### src/rtl/key_command_encoder.sv
// rtl/key_command_encoder.sv - debounced one-cycle key commands with direction auto-repeat
module key_command_encoder #(
  parameter int DEBOUNCE_CYCLES = 500000,
  parameter int REPEAT_DELAY    = 25000000,
  parameter int REPEAT_PERIOD   = 5000000,
  parameter int CNT_W           = 25
) (
  input  logic       clk,
  input  logic       resetn,
  input  logic [3:0] key_n,
  input  logic       en,
  output logic       ldFM,
  output logic       ldSM,
  output logic [1:0] dir,
  output logic [3:0] key_state
);

  typedef enum logic [1:0] {
    IDLE   = 2'd0,
    DELAY  = 2'd1,
    REPEAT = 2'd2
  } rep_state_t;

  localparam logic [CNT_W-1:0] DB_LAST  = CNT_W'(DEBOUNCE_CYCLES - 1);
  localparam logic [CNT_W-1:0] RD_LAST  = CNT_W'(REPEAT_DELAY - 1);
  localparam logic [CNT_W-1:0] RP_LAST  = CNT_W'(REPEAT_PERIOD - 1);
  localparam logic [CNT_W-1:0] CNT_ONE  = CNT_W'(1);
  localparam logic [CNT_W-1:0] CNT_ZERO = '0;

  logic [3:0]       sync1;
  logic [3:0]       sync2;
  logic [3:0]       level;
  logic [3:0]       accepted;
  logic [3:0]       press;
  logic [CNT_W-1:0] db_cnt [4];

  rep_state_t       rep_state_q [2];
  rep_state_t       rep_state_d [2];
  logic [CNT_W-1:0] rep_cnt_q [2];
  logic [CNT_W-1:0] rep_cnt_d [2];
  logic [1:0]       dir_d;

  always_ff @(posedge clk) begin
    if (!resetn) begin
      sync1 <= 4'hF;
      sync2 <= 4'hF;
    end else begin
      sync1 <= key_n;
      sync2 <= sync1;
    end
  end

  // 1 = pressed from here on
  assign level = ~sync2;

  // Any cycle matching the accepted level throws away the whole count.
  always_ff @(posedge clk) begin
    if (!resetn) begin
      accepted <= 4'h0;
      for (int i = 0; i < 4; i++) begin
        db_cnt[i] <= CNT_ZERO;
      end
    end else begin
      for (int i = 0; i < 4; i++) begin
        if (level[i] == accepted[i]) begin
          db_cnt[i] <= CNT_ZERO;
        end else if (db_cnt[i] == DB_LAST) begin
          accepted[i] <= ~accepted[i];
          db_cnt[i]   <= CNT_ZERO;
        end else begin
          db_cnt[i] <= db_cnt[i] + CNT_ONE;
        end
      end
    end
  end

  // key_state doubles as the previous accepted level for edge detection
  assign press = accepted & ~key_state;

  always_comb begin
    dir_d = 2'b00;
    for (int i = 0; i < 2; i++) begin
      rep_state_d[i] = rep_state_q[i];
      rep_cnt_d[i]   = rep_cnt_q[i];
      if (!en) begin
        rep_state_d[i] = IDLE;
        rep_cnt_d[i]   = CNT_ZERO;
      end else begin
        case (rep_state_q[i])
          IDLE: begin
            if (press[i]) begin
              rep_state_d[i] = DELAY;
              rep_cnt_d[i]   = CNT_ZERO;
              dir_d[i]       = 1'b1;
            end
          end
          DELAY: begin
            if (!accepted[i]) begin
              rep_state_d[i] = IDLE;
              rep_cnt_d[i]   = CNT_ZERO;
            end else if (rep_cnt_q[i] == RD_LAST) begin
              rep_state_d[i] = REPEAT;
              rep_cnt_d[i]   = CNT_ZERO;
              dir_d[i]       = 1'b1;
            end else begin
              rep_cnt_d[i] = rep_cnt_q[i] + CNT_ONE;
            end
          end
          REPEAT: begin
            if (!accepted[i]) begin
              rep_state_d[i] = IDLE;
              rep_cnt_d[i]   = CNT_ZERO;
            end else if (rep_cnt_q[i] == RP_LAST) begin
              rep_cnt_d[i] = CNT_ZERO;
              dir_d[i]     = 1'b1;
            end else begin
              rep_cnt_d[i] = rep_cnt_q[i] + CNT_ONE;
            end
          end
          default: begin
            rep_state_d[i] = IDLE;
            rep_cnt_d[i]   = CNT_ZERO;
          end
        endcase
      end
    end
  end

  always_ff @(posedge clk) begin
    if (!resetn) begin
      for (int i = 0; i < 2; i++) begin
        rep_state_q[i] <= IDLE;
        rep_cnt_q[i]   <= CNT_ZERO;
      end
    end else begin
      for (int i = 0; i < 2; i++) begin
        rep_state_q[i] <= rep_state_d[i];
        rep_cnt_q[i]   <= rep_cnt_d[i];
      end
    end
  end

  // A flag press swallows a simultaneous step press.
  always_ff @(posedge clk) begin
    if (!resetn) begin
      ldFM      <= 1'b0;
      ldSM      <= 1'b0;
      dir       <= 2'b00;
      key_state <= 4'h0;
    end else begin
      ldFM      <= en & press[3];
      ldSM      <= en & press[2] & ~press[3];
      dir       <= dir_d;
      key_state <= accepted;
    end
  end

endmodule
### config.mk
export PLATFORM = sky130hd
export DESIGN_NAME = key_command_encoder
export DESIGN_NICKNAME = d
export VERILOG_FILES = /design/src/rtl/key_command_encoder.sv
export SDC_FILE = /design/constraint.sdc
export NUM_CORES = 1
export LEC_CHECK = 0
export CAP_MARGIN = 20
export CORE_MARGIN = 10
export CORE_UTILIZATION = 40
export DETAILED_ROUTE_END_ITERATION = 8
export PLACE_DENSITY = 0.61
export REMOVE_ABC_BUFFERS = 1
export SLEW_MARGIN = 20
export SYNTH_ARGS = -nofsm -noshare
export SYNTH_HDL_FRONTEND = slang
export SYNTH_SLANG_ARGS = --single-unit
### constraint.sdc
create_clock -name clk -period 5.68 [get_ports clk]
set_input_delay 1.136 -clock clk [delete_from_list [all_inputs] [get_ports clk]]
set_output_delay 1.136 -clock clk [all_outputs]
set_load 0.01 [all_outputs]
==> insert_results.sql, run 1 <==
INSERT INTO impl_metrics (metric_group, metric, value, unit) VALUES
('global_route', 'met2_use_gr', '18.3', '%'),
('clocking', 'h_tree_level_count', '4', ''),
('sta', 'fin_hold_ws', '0.410', 'ns'),
('worst_setup_path', 'arrival', '3.58', 'ns'),
('die', 'standard_cell_core_area', '21800', 'um^2'),
('power_and_ir_drop', 'p_sw_share', '21.9', '%'),
('global_route', 'global_route.usage.met3', '3.42', '%'),
('yosys', 'synthMostInstantiatedCell', 'sky130_fd_sc_hd__nor2_1', ''),
('flow_run', 'maxCapViolCount', '0', ''),
('placement', 'port-buffer-count', '14', ''),
('outcome', 'outcome', 'complete, no violations', ''),
('drt', 'routed_via_density', '4.91', ''),
('global_route', 'number_of_antenna_violations_at_the_first_check_in_global_routing', '0', ''),
('die', 'initial_utilization', '40.4', '%'),
('sta', 'report.final.setup_viol', '0', ''),
('cells_and_area', 'finalInstanceArea', '10200', 'um^2'),
('clocking', 'clock_latency', '0.43', 'ns'),
('global_route', 'grt_pass1_vias', '6086', ''),
('power_and_ir_drop', 'vdd.ir_drop.worst', '0.000147', 'V'),
('power_and_ir_drop', 'switching_power', '570', 'uW'),
('yosys', 'asyncSetResetFlopFracSynth', '0', '%'),
('die', 'fp-row-count', '54', ''),
('clocking', 'cts_buffers', '17', ''),
('hold_path', 'holdCritPathClass', 'reg -> reg', ''),
('worst_setup_path', 'critical_path.max_fanout', '22', ''),
('sta', 'timing.final.crit_period', '3.27', 'ns'),
('yosys', 'synth_warnings', '0', ''),
('drt', 'ant_nets', '0', ''),
('yosys', 'netlist-cell-type-count', '63', ''),
('worst_setup_path', 'cp_class', 'in -> reg', ''),
('clocking', 'cts_max_path_buffers', '2', ''),
('power_and_ir_drop', 'power.share.combinational', '2.9', '%'),
('worst_setup_path', 'crit_start', 'resetn', ''),
('power_and_ir_drop', 'power.density', '256', 'nW/um^2'),
('worst_setup_path', 'setup.worst_path.end_class', 'flip-flop', ''),
('sta', 'grt_setup_unrepaired', 'no', ''),
('sta', 'tightestPinTransition', '1.03', 'ns'),
('power_and_ir_drop', 'p_leak', '0.00358', 'uW'),
('drt', 'wl', '16400', 'um'),
('die', 'die-area', '28300', 'um^2'),
('global_route', 'grt_start_max_net_pins', '26', ''),
('sta', 'fin_crit_sh', '57.6', '%'),
('sta', 'report.final.hold_viol_count', '0', ''),
('hold_path', 'holdCritStartpoint', 'sync1[1]$_SDFF_PN1_', ''),
('yosys', 'synth_seq_cells', '174', ''),
('drt', 'iteration_count_of_the_initial_detailed_routing_pass', '4', ''),
('worst_setup_path', 'crit_slowest_cell', 'sky130_fd_sc_hd__o32ai_1', ''),
('power_and_ir_drop', 'clock_power_share', '43.6', '%'),
('worst_setup_path', 'required', '5.99', 'ns'),
('yosys', 'synth_seq_area_share', '51.0', '%'),
('sta', 'timing_max_transition_violations_final', '0', ''),
('global_route', 'gr_usage_total', '11.9', '%'),
('clocking', 'clk_pin_slew_worst_paths', '0.06', 'ns'),
('cells_and_area', 'finish.net_count', '1032', ''),
('die', 'die_width', '168', 'um'),
('yosys', 'list_of_most_frequent_post_synthesis_cells', 'sky130_fd_sc_hd__nor2_1 (157), sky130_fd_sc_hd__edfxtp_1 (100), sky130_fd_sc_hd__xor2_1 (92), sky130_fd_sc_hd__nand2_1 (77), sky130_fd_sc_hd__dfxtp_1 (74)', ''),
('worst_setup_path', 'worstPathCellList', 'clkdlybuf4s50_1 -> buf_4 -> and2_0 -> nand4_1 -> o32ai_1 -> nand2_1 -> o311ai_0', ''),
('yosys', 'netlist.area_leader.share', '34.1', '%'),
('global_route', 'grt.overflow.total', '0', ''),
('drt', 'detailroute.via_count', '6393', ''),
('yosys', 'syn_avg_cell_area', '9.82', 'um^2'),
('yosys', 'ys.flop_type', 'sky130_fd_sc_hd__edfxtp_1', ''),
('cells_and_area', 'layout-drive-gt1-share', '4.60', '%'),
('cells_and_area', 'diodes', '0', ''),
('yosys', 'synth_area_leader_cell', 'sky130_fd_sc_hd__edfxtp_1', ''),
('clocking', 'post_cts_resized', '0', ''),
('placement', 'routabilityCongestion', '0.806', ''),
('drt', 'drt_first_iter_violations', '367', ''),
('cells_and_area', 'area_delta_synth_final', '15.7', '%'),
('global_route', 'top_usage_layer', 'met2', ''),
('clocking', 'clockRootBuffer', 'sky130_fd_sc_hd__clkbuf_16', '');
==> final timing paths <==
kind / endpoint / slack (ns) / depth (start not counted)
worst min-delay path: sync2[1]$_SDFF_PN1_ / 0.41 / 1
worst max-delay path: rep_cnt_q[0][45]$_SDFFE_PN0P_ / 2.41 / 7
worst max register to register: rep_cnt_q[0][31]$_SDFFE_PN0P_ / 2.59 / 6
worst min register to register: sync2[1]$_SDFF_PN1_ / 0.41 / 1
==> power by group through the flow <==
stage | clock network [uW] | logic (uW) | registers [uW]
final | 1140 | 74.6 | 1400
after global routing | 1220 | 87.6 | 1400
after CTS | 1180 | 74.1 | 1400
after detailed placement | 0 | 73.2 | 1430
after global placement | 0 | 73.5 | 1420
after floorplan | 0 | 55.1 | 1420
==> metrics by stage <==
step	setup WS [ns]	utilization [%]	cells	power (uW)
after global routing	2.12	46.8	1302	2710
after detailed placement	2.01	44.2	1272	1500
final	2.41	46.8	1302	2610
after CTS	2.44	46.8	1302	2650
after global placement	2.07	44.2	1272	1500
after floorplan	2.77	-	972	1470
==> cell families (layout without fill, tap and decap cells) <==
logic type / after synthesis / in the layout / share of synthesized area [%]
compound gates: 62 / 62 / 4.99
xor+xnor: 123 / 123 / 12.2
fa+ha+maj: 14 / 14 / 1.99
buf+inv: 42 / 69 / 1.81
flops: 174 / 174 / 51.0
mux: 7 / 7 / 0.882
other cells: 1 / 100 / 0.0426
simple gates: 473 / 473 / 27.0
==> state kept, by name, summed over array words and instances, names as in the netlist, 2 cells and up <==
name / flops
rep_cnt_q: 50
db_cnt: 100
rep_state_q: 4
dir: 2
accepted: 4
sync1: 4
key_state: 4
sync2: 4
==> layout by cell type (no fill, tap or decap), drive strengths merged, types with 17 or more instances in the layout <==
master	count
and2	18
and3	29
clkbuf	17
conb	100
dfxtp	74
edfxtp	100
inv	23
nand2	77
nand3	70
nand4	39
nor2	157
xnor2	31
xor2	92
==> critical path, delay by kind of cell <==
| family | cells | cell delay, ns |
|---|---|---|
| and+or+nand+nor | 3 | 0.85 |
| AOI/OAI and AO/OA | 2 | 0.90 |
| buffers and inverters | 2 | 0.69 |
==> layout make-up <==
cell class / count / area, um^2
Clock buffer: 17 / 425
Clock inverter: 13 / 140
Fill cell: 2114 / 11600
Inverter: 19 / 71.3
Multi-Input combinational cell: 779 / 4520
Sequential cell: 174 / 4480
Tap cell: 280 / 350
Timing Repair Buffer: 20 / 185
==> layer usage <==
layer  vias up  part of all wire (%)
met5         -                     0
met4         0                  0.98
met3        13                   3.7
met2        79                    45
met1      2971                    51
li1       3330                     -
(Power assumes the default switching activity.)
==> run 2, diff against run 1 <==
Settings changed: PLACE_DENSITY 0.61 to 0.63.
Clock period 5.68 ns to 2.97 ns, I/O delays scaled along.
==> run 2 against run 1 <==
Cell count grew 0.77%. Register-to-register slack worse by 2.2 ns. Clock skew is 0.0038 ns higher. Highest routed layer unchanged. Critical path depth fell by 2.
==> insert_results.sql, run 2 (same netlist as run 1, synthesis figures left out) <==
INSERT INTO impl_metrics (metric_group, metric, value, unit) VALUES
('outcome', 'outcome', 'complete, no violations', ''),
('global_route', 'gr_usage_total', '11.9', '%'),
('hold_path', 'holdCritPathClass', 'reg -> reg', ''),
('worst_setup_path', 'setup.worst_path.end_class', 'flip-flop', ''),
('sta', 'timing.final.crit_period', '2.61', 'ns'),
('cells_and_area', 'regMostFlops', 'db_cnt', ''),
('worst_setup_path', 'worst-r2r-setup-slack', '0.36', 'ns'),
('drt', 'detailroute.via_count', '6416', ''),
('clocking', 'cts_buffers', '17', ''),
('clocking', 'cts_max_path_buffers', '2', ''),
('cells_and_area', 'layout_commonest_cell', 'sky130_fd_sc_hd__nor2_1', ''),
('drt', 'drc', '0', ''),
('sta', 'max-slew-margin-rel', '32.6', '%'),
('die', 'io-pin-count', '15', ''),
('worst_setup_path', 'critical_path.max_fanout', '6', ''),
('worst_setup_path', 'worstPathCellList', 'or4_1 -> or4_1 -> mux2_4 -> or4b_4 -> a2111oi_4', ''),
('cells_and_area', 'reg.largest.list', 'db_cnt x100, rep_cnt_q x50', ''),
('die', 'die-area', '28300', 'um^2'),
('cells_and_area', 'area_delta_synth_final', '16.9', '%'),
('clocking', 'post_cts_resized', '0', ''),
('worst_setup_path', 'crit_buf_inv', '0', ''),
('die', 'fp-row-count', '54', ''),
('clocking', 'cts_tree', 'built', ''),
('clocking', 'clk_pin_slew_worst_paths', '0.07', 'ns'),
('sta', 'grt_setup_unrepaired', 'no', ''),
('sta', 'setup_total_negative_slack', '0', 'ns'),
('global_route', 'grt.overflow.total', '0', ''),
('clocking', 'cts_sinks', '174', ''),
('power_and_ir_drop', 'power.density', '497', 'nW/um^2'),
('clocking', 'cts_setup_buffers', '0', ''),
('worst_setup_path', 'arrival', '2.94', 'ns'),
('sta', 'clock_skew', '0.0134', 'ns'),
('drt', 'drt_first_iter_violations', '363', ''),
('cells_and_area', 'largest_register_ff_count', '100', ''),
('global_route', 'grt_first_pass_wirelength', '28500', 'um'),
('clocking', 'h_tree_level_count', '4', ''),
('clocking', 'clockRootBuffer', 'sky130_fd_sc_hd__clkbuf_16', ''),
('clocking', 'cts_hold_buffers_added', '0', ''),
('die', 'standard_cell_core_area', '21800', 'um^2'),
('die', 'vertical_die_dimension', '168', 'um'),
('cells_and_area', 'diodes', '0', ''),
('worst_setup_path', 'cp-start-kind', 'flip-flop', ''),
('sta', 'report.final.setup_viol', '0', ''),
('sta', 'fin_crit_sh', '87.9', '%'),
('worst_setup_path', 'cp_class', 'reg -> reg', ''),
('sta', 'timing_max_transition_violations_final', '0', ''),
('worst_setup_path', 'crit_slowest_cell', 'sky130_fd_sc_hd__or4b_4', ''),
('global_route', 'grt_start_max_net_pins', '26', ''),
('power_and_ir_drop', 'p_leak', '0.00363', 'uW'),
('placement', 'post-place-cells', '1280', ''),
('drt', 'wl_per_cell', '12.4', 'um'),
('sta', 'report.final.hold_viol_count', '0', ''),
('placement', 'port-buffer-count', '14', ''),
('placement', 'hpwl_reported_at_the_end_of_detailed_placement', '11700', 'um'),
('power_and_ir_drop', 'vdd.ir_drop.worst', '0.000316', 'V'),
('cells_and_area', 'finish.net_count', '1040', ''),
('drt', 'iteration_count_of_the_initial_detailed_routing_pass', '4', ''),
('flow_run', 'maxCapViolCount', '0', ''),
('drt', 'ant_nets', '0', ''),
('global_route', 'grt_pass1_vias', '6040', ''),
('cells_and_area', 'layout-drive-gt1-share', '5.62', '%'),
('cells_and_area', 'mostFrequentLayoutCells', 'sky130_fd_sc_hd__nor2_1 (157), sky130_fd_sc_hd__edfxtp_1 (100), sky130_fd_sc_hd__conb_1 (100)', ''),
('sta', 'tightestPinTransition', '1.01', 'ns'),
('sta', 'fin_hold_ws', '0.406', 'ns'),
('clocking', 'clock_latency', '0.43', 'ns'),
('sta', 'timing.fmax', '383', 'MHz'),
('drt', 'routed_via_density', '4.89', ''),
('worst_setup_path', 'crit_path_max_incr_delay', '0.53', 'ns'),
('die', 'initial_utilization', '40.4', '%'),
('worst_setup_path', 'required', '3.30', 'ns'),
('worst_setup_path', 'critical-path-top-delay-family', 'simple AND/OR/NAND/NOR gates', ''),
('placement', 'routabilityCongestion', '0.789', ''),
('drt', 'wl', '16300', 'um'),
('worst_setup_path', 'critical-path-top-cell-by-count', 'sky130_fd_sc_hd__or4_1', ''),
('die', 'die_width', '168', 'um'),
('cells_and_area', 'layout.cells.non_filler', '1312', ''),
('global_route', 'number_of_antenna_violations_at_the_first_check_in_global_routing', '0', '');
[run 2: worst paths after layout]
kind / start / end / cells past startpoint
min: sync1[3]$_SDFF_PN1_ / sync2[3]$_SDFF_PN1_ / 1
max: rep_cnt_q[0][37]$_SDFFE_PN0P_ / dir[1]$_SDFF_PN0_ / 5
min reg2reg: sync1[3]$_SDFF_PN1_ / sync2[3]$_SDFF_PN1_ / 1
max reg2reg: rep_cnt_q[0][37]$_SDFFE_PN0P_ / dir[1]$_SDFF_PN0_ / 5
[run 2: through the flow]
| stage | power, uW | util [%] | setup WS (ns) | cell area (um^2) |
|---|---|---|---|---|
| finish | 5110 | 47.3 | 0.360 | 10300 |
| global route | 5310 | 47.3 | 0.189 | 10300 |
| CTS | 5180 | 47.3 | 0.356 | 10300 |
| detailed placement | 2870 | 44.5 | 0.364 | 9670 |
| global placement | 2870 | 44.5 | 0.391 | 9670 |
| floorplan | 2810 | - | 0.455 | 9080 |
[run 2: layout make-up]
class                   count  area (um^2)
multi-input cells         779         4520
clock inverters            15          180
inverters                  19         71.3
repair buffers             28          245
flip-flops and latches    174         4480
well taps                 280          350
clock buffers              17          425
fillers                  2057        11500
[run 2: power by group]
part	total [uW]	switching (uW)	internal, uW
Combinational	149	88.5	60.6
Clock	2290	960	1330
Sequential	2670	63.2	2610
[run 2: worst reg2reg max path, delay by kind of cell (launching register included)]
kind | cells | cell delay [ns]
flip-flops | 1 | 0.35
AND/OR/NAND/NOR | 3 | 1.55
multiplexers | 1 | 0.28
AO/OA/AOI/OAI | 1 | 0.34
[run 2: layer usage]
layer	share of wire (%)	global-route usage, %	wire (um)	vias up
met5	0	0	0	-
met4	0.75	4.05	123	0
met3	2.9	2.86	474	9
met2	47	18.4	7660	63
met1	49	16.0	8050	3008
li1	-	-	-	3336
